--- src/rtl/mod_arbiter.sv ---
// Round-robin arbiter that shares one 32-bit MOD unit among four requesters. All outputs are registered.
// Latency: mod_start in cycle 1, ack one cycle after mod_finish (cycle 1 on B=0). Requesters hold req until their ack.
module mod_arbiter #(
    parameter int TIMEOUT = 4096
) (
    input  logic         clk,
    input  logic         rst,
    input  logic [3:0]   req,
    input  logic [127:0] a_in,
    input  logic [127:0] b_in,
    output logic [3:0]   ack,
    output logic [31:0]  result,
    output logic         err,
    output logic         busy,
    output logic [31:0]  mod_a,
    output logic [31:0]  mod_b,
    output logic         mod_start,
    input  logic [31:0]  mod_result,
    input  logic         mod_finish
);
    localparam int CW = (TIMEOUT > 1) ? $clog2(TIMEOUT) : 1;

    typedef enum logic [1:0] {IDLE, LAUNCH, WAIT, DONE} state_t;

    state_t        state, state_nxt;
    logic [1:0]    grant, grant_nxt, last_grant, last_grant_nxt;
    logic [CW-1:0] cnt, cnt_nxt;
    logic [3:0]    ack_nxt;
    logic [31:0]   result_nxt, mod_a_nxt, mod_b_nxt;
    logic          err_nxt, busy_nxt, start_nxt;

    logic          found;
    logic [1:0]    pick, idx;
    logic [31:0]   sel_a, sel_b;

    // Search starts one past the last served requester and wraps around.
    always_comb begin
        found = 1'b0;
        pick  = '0;
        idx   = '0;
        for (int k = 0; k < 4; k++) begin
            idx = last_grant + 2'(k + 1);
            if (!found && req[idx]) begin
                found = 1'b1;
                pick  = idx;
            end
        end
        sel_a = a_in[32*pick +: 32];
        sel_b = b_in[32*pick +: 32];
    end

    always_comb begin
        state_nxt      = state;
        grant_nxt      = grant;
        last_grant_nxt = last_grant;
        cnt_nxt        = cnt;
        ack_nxt        = '0;
        err_nxt        = 1'b0;
        start_nxt      = 1'b0;
        result_nxt     = result;
        mod_a_nxt      = mod_a;
        mod_b_nxt      = mod_b;
        case (state)
            IDLE: begin
                if (found) begin
                    grant_nxt = pick;
                    if (sel_b == 32'd0) begin
                        state_nxt     = DONE;
                        ack_nxt[pick] = 1'b1;
                        err_nxt       = 1'b1;
                        result_nxt    = '0;
                    end else begin
                        state_nxt = LAUNCH;
                        start_nxt = 1'b1;
                        mod_a_nxt = sel_a;
                        mod_b_nxt = sel_b;
                    end
                end
            end
            LAUNCH: begin
                state_nxt = WAIT;
                cnt_nxt   = '0;
            end
            WAIT: begin
                if (mod_finish) begin
                    state_nxt      = DONE;
                    ack_nxt[grant] = 1'b1;
                    result_nxt     = mod_result;
                end else if (cnt == CW'(TIMEOUT - 1)) begin
                    state_nxt      = DONE;
                    ack_nxt[grant] = 1'b1;
                    err_nxt        = 1'b1;
                    result_nxt     = '0;
                end else begin
                    cnt_nxt = cnt + CW'(1);
                end
            end
            DONE: begin
                last_grant_nxt = grant;
                state_nxt      = IDLE;
            end
            default: state_nxt = IDLE;
        endcase
        busy_nxt = (state_nxt != IDLE);
    end

    always_ff @(posedge clk) begin
        if (rst) begin
            state      <= IDLE;
            grant      <= '0;
            last_grant <= 2'd3;
            cnt        <= '0;
            ack        <= '0;
            result     <= '0;
            err        <= 1'b0;
            busy       <= 1'b0;
            mod_start  <= 1'b0;
            mod_a      <= '0;
            mod_b      <= '0;
        end else begin
            state      <= state_nxt;
            grant      <= grant_nxt;
            last_grant <= last_grant_nxt;
            cnt        <= cnt_nxt;
            ack        <= ack_nxt;
            result     <= result_nxt;
            err        <= err_nxt;
            busy       <= busy_nxt;
            mod_start  <= start_nxt;
            mod_a      <= mod_a_nxt;
            mod_b      <= mod_b_nxt;
        end
    end
endmodule
--- config.mk ---
export PLATFORM = sky130hd
export DESIGN_NAME = mod_arbiter
export DESIGN_NICKNAME = d
export VERILOG_FILES = /design/src/rtl/mod_arbiter.sv
export SDC_FILE = /design/constraint.sdc
export NUM_CORES = 1
export LEC_CHECK = 0
export BUFFER_PORTS_ARGS = -buffer_cell sky130_fd_sc_hd__buf_2
export CORE_MARGIN = 4
export CORE_UTILIZATION = 34
export CTS_BUF_LIST = sky130_fd_sc_hd__clkbuf_4 sky130_fd_sc_hd__clkbuf_8 sky130_fd_sc_hd__clkbuf_16
export DETAILED_ROUTE_END_ITERATION = 16
export SLEW_MARGIN = 5
export SYNTH_ARGS = -nofsm -noshare
export SYNTH_HDL_FRONTEND = slang
export SYNTH_SLANG_ARGS = --single-unit
--- constraint.sdc ---
create_clock -name clk -period 6.4 [get_ports clk]
set_input_delay 1.28 -clock clk [delete_from_list [all_inputs] [get_ports clk]]
set_output_delay 1.28 -clock clk [all_outputs]
set_load 0.005 [all_outputs]
; Word-level counts from Yosys, hierarchy flattened
; Cells that the tools add are included.
[classes]
addsub = 4
order_cmp = 8
reduce_logical = 18
shifts = 2
mux = 44
n_bitwise = 3
eq_ne = 9
[ops]
columns = operator, count
row1 = $shiftx A128 B8 Y32, 2
row2 = $mux W32, 4
row3 = $pmux W32 S2, 1
row4 = $logic_not A32 Y1, 1
row5 = $mux W12, 2
row6 = $pmux W12 S2, 1
row7 = $lt A2 B3 Y1 const B, 6
row8 = $mux W2, 8
row9 = $mux W4, 4
row10 = $mux W1, 15
row11 = $add A12 B1 Y12 const B, 1
row12 = $eq A12 B12 Y1 const B, 1
row13 = $bmux W1 S2, 4
row14 = $ne A2 B2 Y1 const B, 4
row15 = $pmux W2 S4, 1
row16 = $pmux W4 S2, 1
row17 = $reduce_and A3 Y1, 2
row18 = $reduce_bool A2 Y1, 3
row19 = $logic_and A1 B1 Y1, 5
row20 = $add A2 B2 Y2 const B, 2
row21 = $demux W1 S2, 2
row22 = $eq A2 B2 Y1 const B, 2
row23 = $ge A2 B1 Y1 const B, 2
row24 = $reduce_and A4 Y1, 1
row25 = other kinds (9), 13
[totals]
out_inout_bits = 103
regBits = 121

; Longest topological paths before layout
; Gate-level depths: netlist of run 1.
[depth]
ltp_word = 20
mapped_depth = 14
ltp_nobuf = 9

; Least setup slack after synthesis of run 1
; Ideal clock, no wire load.
[synth_path]
kind = input -> register
startpoint = input req[3]
endpoint = register result[17]
path_stages = 12
arrival_time_ns = 3.751
path_buffers = 4
path_slack_ns = 2.576
setup_ns = 0.073
path_cell_list = or2_1 -> clkbuf_1 -> clkbuf_1 -> o311ai_1 -> o221ai_1 -> a22oi_1 -> nand4_1 -> or4_4 -> buf_6 -> buf_6 -> or3_1 -> o211ai_2
[synth_between]
elab_chain_cells = 16
[synth_rtl]
columns = element, line_no
row1 = "start, declared", 8  ; input logic [3:0] req,
row2 = $bmux W1 S2, 43  ; if (!found && req[idx]) begin
row3 = $mux W1 (not written as such), 43
row4 = $mux W1, 43
row5 = $logic_not A1 Y1, 43
row6 = $logic_and A1 B1 Y1, 43
row7 = $mux W1, 43
row8 = $logic_not A1 Y1, 43
row9 = $logic_and A1 B1 Y1, 43
row10 = $mux W1, 43
row11 = $logic_not A1 Y1, 43
row12 = $logic_and A1 B1 Y1, 43
row13 = $mux W2, 43
row14 = $shiftx A128 B8 Y32, 49  ; sel_b = b_in[32*pick +: 32];
row15 = $logic_not A32 Y1, 67  ; if (sel_b == 32'd0) begin
row16 = $ne A2 B2 Y1 (no line), n/a
row17 = $reduce_and A4 Y1 (no line) (*), n/a
row18 = "end signal, assigned", 126  ; result <= result_nxt;
row19 = "end, declared", 12  ; output logic [31:0] result,
; Mark *: on every way between the ends. The rest lies on a longest branch, timed or not. The select of a mux whose other input is x is not followed.
; A chain may end at the register's enable or synchronous reset.

; Worst setup path after layout of run 1
[layout_path]
startpoint = input req[1]
endpoint = register mod_b[14]
[layout_between]
elab_chain_cells = 16
[layout_rtl]
columns = element, line_no
row1 = $bmux W1 S2, 43
row2 = $mux W1 (not written as such), 43
row3 = $mux W1, 43
row4 = $logic_not A1 Y1, 43
row5 = $logic_and A1 B1 Y1, 43
row6 = $mux W1, 43
row7 = $logic_not A1 Y1, 43
row8 = $logic_and A1 B1 Y1, 43
row9 = $mux W1, 43
row10 = $logic_not A1 Y1, 43
row11 = $logic_and A1 B1 Y1, 43
row12 = $mux W2, 43
row13 = $shiftx A128 B8 Y32, 49
row14 = $logic_not A32 Y1, 67
row15 = $not A1 Y1 (no line), n/a
row16 = $reduce_and A3 Y1 (no line), n/a
row17 = "end signal, assigned", 131  ; mod_b <= mod_b_nxt;
row18 = "end, declared", 16  ; output logic [31:0] mod_b,
; Several ways; a longest one is shown, not always the timed one. The select of a mux whose other input is x is not followed.

==> results.json, run 1 <==
{
  "seqPwrFrac": 0.273,
  "cp_top_family": "compound AO/OA/AOI/OAI gates",
  "grt_max_degree": 104,
  "place_ws_ps": 1150,
  "fin_crit_sh": 0.7797,
  "wl_per_cell_um": 19.61,
  "outcome": "finished clean",
  "max_freq_mhz": 200.4,
  "clockBufferDepth": 2,
  "synth_seq_cells": 121,
  "p_switching_mw": 1.649,
  "whs_path_depth": 2,
  "finalNonFillerCells": 1846,
  "core_mm2": 0.02525,
  "grt_pass1_vias": 10156,
  "die-width_um": 168.5,
  "power.density_mw_per_mm2": 348.2,
  "drt-pass1-iter-count": 5,
  "synth_xor_xnor_area_share": 0.007998,
  "skew_ps": 12.33,
  "cp_slowest_stage_delay_ps": 980,
  "post-cts-setup-buffer-count": 0,
  "final_common_cell": "buf_2",
  "crit_path_top_delay_cell": "o21a_1",
  "synthToLayoutAreaGrowth_pct": 30.09,
  "crit_arrival_ps": 5340,
  "p_int_mw": 2.319,
  "holdWs_ps": 470.8,
  "dieArea_mm2": 0.02840,
  "final_util": 0.4513,
  "final_nets": 1802,
  "fp.dieH_um": 168.5,
  "synth_edf_count": 0,
  "drive_above_1_share": 0.3373,
  "path_cells": "buf_2 > mux2i_1 > o21a_1 > o2111ai_1 > a22oi_1 > nand4_1 > or4_4 > nand2_1 > buf_4 > a31o_2",
  "path_buf_inv": 2,
  "gp_congestion": 0.9174,
  "cts_tree": "yes",
  "grtUsageTotal": 0.2384,
  "cts_sinks": 121,
  "synth-main-ff-cell": "dfxtp_1",
  "min_path_type": "flip-flop to flip-flop",
  "overflow": 0,
  "power_frac_clock": 0.280,
  "postSynthAreaPerCell_um2": 7.205,
  "synth-compound-area-share": 0.3358,
  "fin_tns_setup_ps": 0,
  "max_slew_margin": 0.1685,
  "vias": 10761,
  "rsz0062_at_grt": "no",
  "htreeDepth": 4,
  "synth.top_cell.area_share": 0.2765,
  "reg2reg_to": "mod_b[14]",
  "dp_hpwl_um": 25930,
  "drt.antenna.violating_nets": 0,
  "initial_core_util": 0.3469,
  "syn-instance-count": 1216,
  "synth_top_family_by_area": "compound AO/OA/AOI/OAI gates",
  "dp_cells": 1813,
  "synth_area_leaders": "dfxtp_1 28%, nand3_1 7.7%, nand2_1 7.6%",
  "ir_drop_mv": 0.2175,
  "hold_end": "mod_a[10]",
  "finalHoldViolations": 0,
  "grt_pass1_wl_um": 55080,
  "synth_fa_ha_area_frac": 0.007141,
  "yosys_warnings": 0,
  "reg2reg_from": "last_grant[1]",
  "finalMaxSlewViolations": 0,
  "ff2ff_setup_slack_ps": 1750,
  "cts.clk_slew.worst_paths_ps": 50,
  "p_leak_nw": 5.028,
  "critPathKind": "primary input to flip-flop",
  "vias_per_cell": 5.829,
  "fin_ws_ps": 1410,
  "drt-total-wl_um": 36200,
  "critPathLaunchType": "primary input",
  "switching_share": 0.4156,
  "finalPower_mw": 3.968,
  "synth_simple_gate_area_share": 0.2482,
  "setup_viol": 0,
  "ioPinCount": 398,
  "drcViolationCount": 0,
  "cap_violations": 0,
  "port_buffers": 397,
  "synth_top_cell_by_area": "dfxtp_1",
  "combPwrFrac": 0.447,
  "layout_common_cells": "397 x buf_2, 177 x nand2_1, 135 x nand3_1, 121 x dfxtp_1, 104 x inv_1",
  "yosysUniqueCellTypes": 58,
  "cp-end-kind": "flip-flop",
  "r2r.worst_path.cells": 9,
  "rows": 58,
  "fin_crit_ps": 4990,
  "synth_seq_area_share": 0.2765,
  "cp.depth": 10,
  "tightest_slew_ps": 1247,
  "critPathMaxFanout": 65,
  "syn_nets": 1516,
  "cp_data_required_time_ps": 6750,
  "dpl_cell_area_mm2": 0.01071,
  "antenna_found_initial": 2,
  "cts_made_buffers": 17,
  "syn-cell-area_mm2": 0.008761,
  "root_buffer": "clkbuf_16",
  "final_cell_area_mm2": 0.01140,
  "cts_hold_buf": 0,
  "min_from": "mod_a[10]",
  "synth-async-reset-ratio": 0,
  "drtIter0Drc": 1017,
  "ctsResizeCount": 0,
  "synth.area.mux_share": 0.001143,
  "clk_latency_ps": 410
}
power groups by stage:
stage / logic, mW / registers, mW / clock network, mW
floorplan: 1.11 / 1.09 / 0
global placement: 1.75 / 1.09 / 0
detailed placement: 1.77 / 1.10 / 0
CTS: 1.78 / 1.08 / 1.13
global route: 1.94 / 1.11 / 1.17
finish: 1.77 / 1.08 / 1.11
worst max-delay path by stage:
stage | to | from | slack [ps]
global route | mod_b[30] | req[1] | 1240
floorplan | result[17] | req[3] | 2580
CTS | mod_b[30] | req[1] | 1590
global placement | mod_b[9] | req[1] | 1240
detailed placement | mod_b[30] | req[1] | 1150
finish | mod_b[14] | req[1] | 1410
state kept, by name, summed over array words and instances, names as in the netlist:
name	cells
mod_b	32
last_grant	2
err	1
grant	2
busy	1
cnt	12
result	32
state	2
mod_start	1
mod_a	32
ack	4
final cells by class:
class / count / area (um^2)
antenna: 1 / 2.502
clock buffer: 18 / 439.2
clock inverter: 14 / 245.2
fill: 2620 / 13860
inverter: 105 / 396.6
multi-input combinational: 842 / 5344
sequential: 121 / 2422
tap: 330 / 412.9
timing repair buffer: 415 / 2135
logic make-up (layout without fill, tap and decap cells):
| kind of cell | Yosys count | after routing |
|---|---|---|
| simple gates | 458 | 458 |
| xor+xnor | 8 | 8 |
| compound gates | 370 | 370 |
| other cells | 0 | 1 |
| buf+inv | 253 | 552 |
| flops | 121 | 121 |
| mux | 1 | 1 |
| fa+ha+maj | 5 | 5 |
synthesized netlist by cell type, types with 33 or more instances:
library cell,number
inv_1,104
nand3_1,135
o311ai_0,40
o21ai_0,38
nor3_1,33
a21oi_1,40
or3_1,34
nand2_1,177
nand4_1,38
clkbuf_1,105
dfxtp_1,121
worst min-delay path: cells and delay by family (launching register included):
family	cells	cell delay, ps
AO/OA/AOI/OAI	2	120
flip-flops	1	300
layer usage:
metal  part of all wire  routed length, um  vias up  track usage
met5            0.00036                 13        -            0
met4              0.037               1339        2      0.09210
met3              0.066               2383       73      0.04764
met2               0.46              16690      447       0.3901
met1               0.44              15770     5066       0.3105
li1                   -                  -     5173            -
No activity file was read; power rests on OpenSTA's default activity.
==> inputs of run 2 (changes only) <==
- clock period: 6.4 -> 5 ns (I/O delays scaled with it)
==> run 2 against run 1 <==
Register-to-register slack got worse by 910 ps; first-iteration DRC count grew 15%; highest routed layer unchanged; combinational power increased by 29%; count of clock-buffer cells in the layout up 1; final cell count increased by 0.49%; die area stayed put; flip-flop and latch count did not move; total power grew 23%.
==> results.json, run 2 (same netlist as run 1, synthesis figures left out) <==
{
  "outcome": "finished clean",
  "core_mm2": 0.02525,
  "crit_arrival_ps": 4500,
  "root_buffer": "clkbuf_16",
  "antenna_found_initial": 1,
  "cap_violations": 0,
  "critPathMostFrequentCell": "nand4_1",
  "cts.clk_slew.worst_paths_ps": 50,
  "grt_pass1_wl_um": 56460,
  "rows": 58,
  "cts_hold_buf": 0,
  "place_ws_ps": 449.6,
  "die-width_um": 168.5,
  "power.density_mw_per_mm2": 428.9,
  "dpl_cell_area_mm2": 0.01078,
  "final_cell_area_mm2": 0.01135,
  "grt_max_degree": 97,
  "finalHoldViolations": 0,
  "ir_drop_mv": 0.2717,
  "port_buffers": 397,
  "wl_per_cell_um": 19.94,
  "ioPinCount": 398,
  "tightest_slew_ps": 1209,
  "fin_crit_ps": 4250,
  "top_regs": "mod_a: 32 flops, mod_b: 32 flops, result: 32 flops",
  "drt.antenna.violating_nets": 0,
  "fin_ws_ps": 750.5,
  "cts_sinks": 121,
  "finalNonFillerCells": 1855,
  "final_util": 0.4496,
  "crit_path_top_delay_cell": "o21ai_2",
  "rsz0062_at_grt": "no",
  "critPathKind": "primary input to flip-flop",
  "dieArea_mm2": 0.02840,
  "grtUsageTotal": 0.2464,
  "final_nets": 1812,
  "finalMaxSlewViolations": 0,
  "vias_per_cell": 5.785,
  "skew_ps": 11.35,
  "drcViolationCount": 0,
  "htreeDepth": 4,
  "critPathMaxFanout": 49,
  "fin_tns_setup_ps": 0,
  "path_cells": "buf_2 > mux2i_1 > o21ai_2 > o221ai_1 > a22oi_1 > nand4_1 > or4_4 > buf_4 > nand4_1 > a21oi_1",
  "holdWs_ps": 474.3,
  "post-cts-setup-buffer-count": 0,
  "cp_slowest_stage_delay_ps": 860,
  "layout_common_cells": "397 x buf_2, 177 x nand2_1, 135 x nand3_1, 121 x dfxtp_1, 104 x inv_1",
  "final_common_cell": "buf_2",
  "drt-pass1-iter-count": 6,
  "num_antenna_cells": 0,
  "initial_core_util": 0.3469,
  "cts_made_buffers": 17,
  "ctsResizeCount": 0,
  "drive_above_1_share": 0.3416,
  "grt_pass1_vias": 10185,
  "max_slew_margin": 0.1919,
  "critPathLaunchType": "primary input",
  "cp-end-kind": "flip-flop",
  "dp_hpwl_um": 26960,
  "cts_tree": "yes",
  "drtIter0Drc": 1170,
  "setup_viol": 0,
  "clk_latency_ps": 420,
  "vias": 10732,
  "p_leak_nw": 5.032,
  "clockBufferDepth": 2,
  "min_path_type": "flip-flop to flip-flop",
  "synthToLayoutAreaGrowth_pct": 29.59,
  "drt-total-wl_um": 36990,
  "overflow": 0,
  "fin_crit_sh": 0.8499,
  "gp_congestion": 0.9373,
  "cp_data_required_time_ps": 5250,
  "dp_cells": 1823,
  "max_freq_mhz": 235.3,
  "fp.dieH_um": 168.5,
  "finalPower_mw": 4.869
}
## run 2: cell count changes in the layout (fill, tap and decap cells not counted), sizes merged
cell and delta:
buf +10, bufinv -5, clkbuf +1, clkinv +4, clkinvlp -1, diode -1
inv +1
## run 2: final timing paths
path	start	to	slack, ps	depth (start not counted)
max reg2reg	last_grant[1]	mod_a[0]	840	9
max	req[1]	mod_a[0]	750	10
min reg2reg	mod_a[0]	mod_a[0]	470	2
min	mod_a[0]	mod_a[0]	470	2
## run 2: cell type report
class / instances / area [um^2]
timing repair buffer: 425 / 2210
fill: 2678 / 13900
clock buffer: 19 / 452.9
sequential: 121 / 2422
inverter: 105 / 396.6
tap: 330 / 412.9
clock inverter: 13 / 120.1
multi-input combinational: 842 / 5339
## run 2: critical path: cells and delay by family
kind,cells,cell delay [ps]
mux,1,120
compound gates,4,1660
buf+inv,2,460
simple gates,3,1190
## run 2: where the power goes
group          internal, mW  leakage, nW  switching [mW]
logic                 0.814         3.77            1.47
clock network         0.713        0.276           0.478
registers              1.22        0.991           0.173
## run 2: routing by layer
metal  wire length, um  GRT usage
met1             15530     0.3133
met2             17250     0.4039
met3              2650    0.05652
met5                 7          0
met4              1551     0.1016
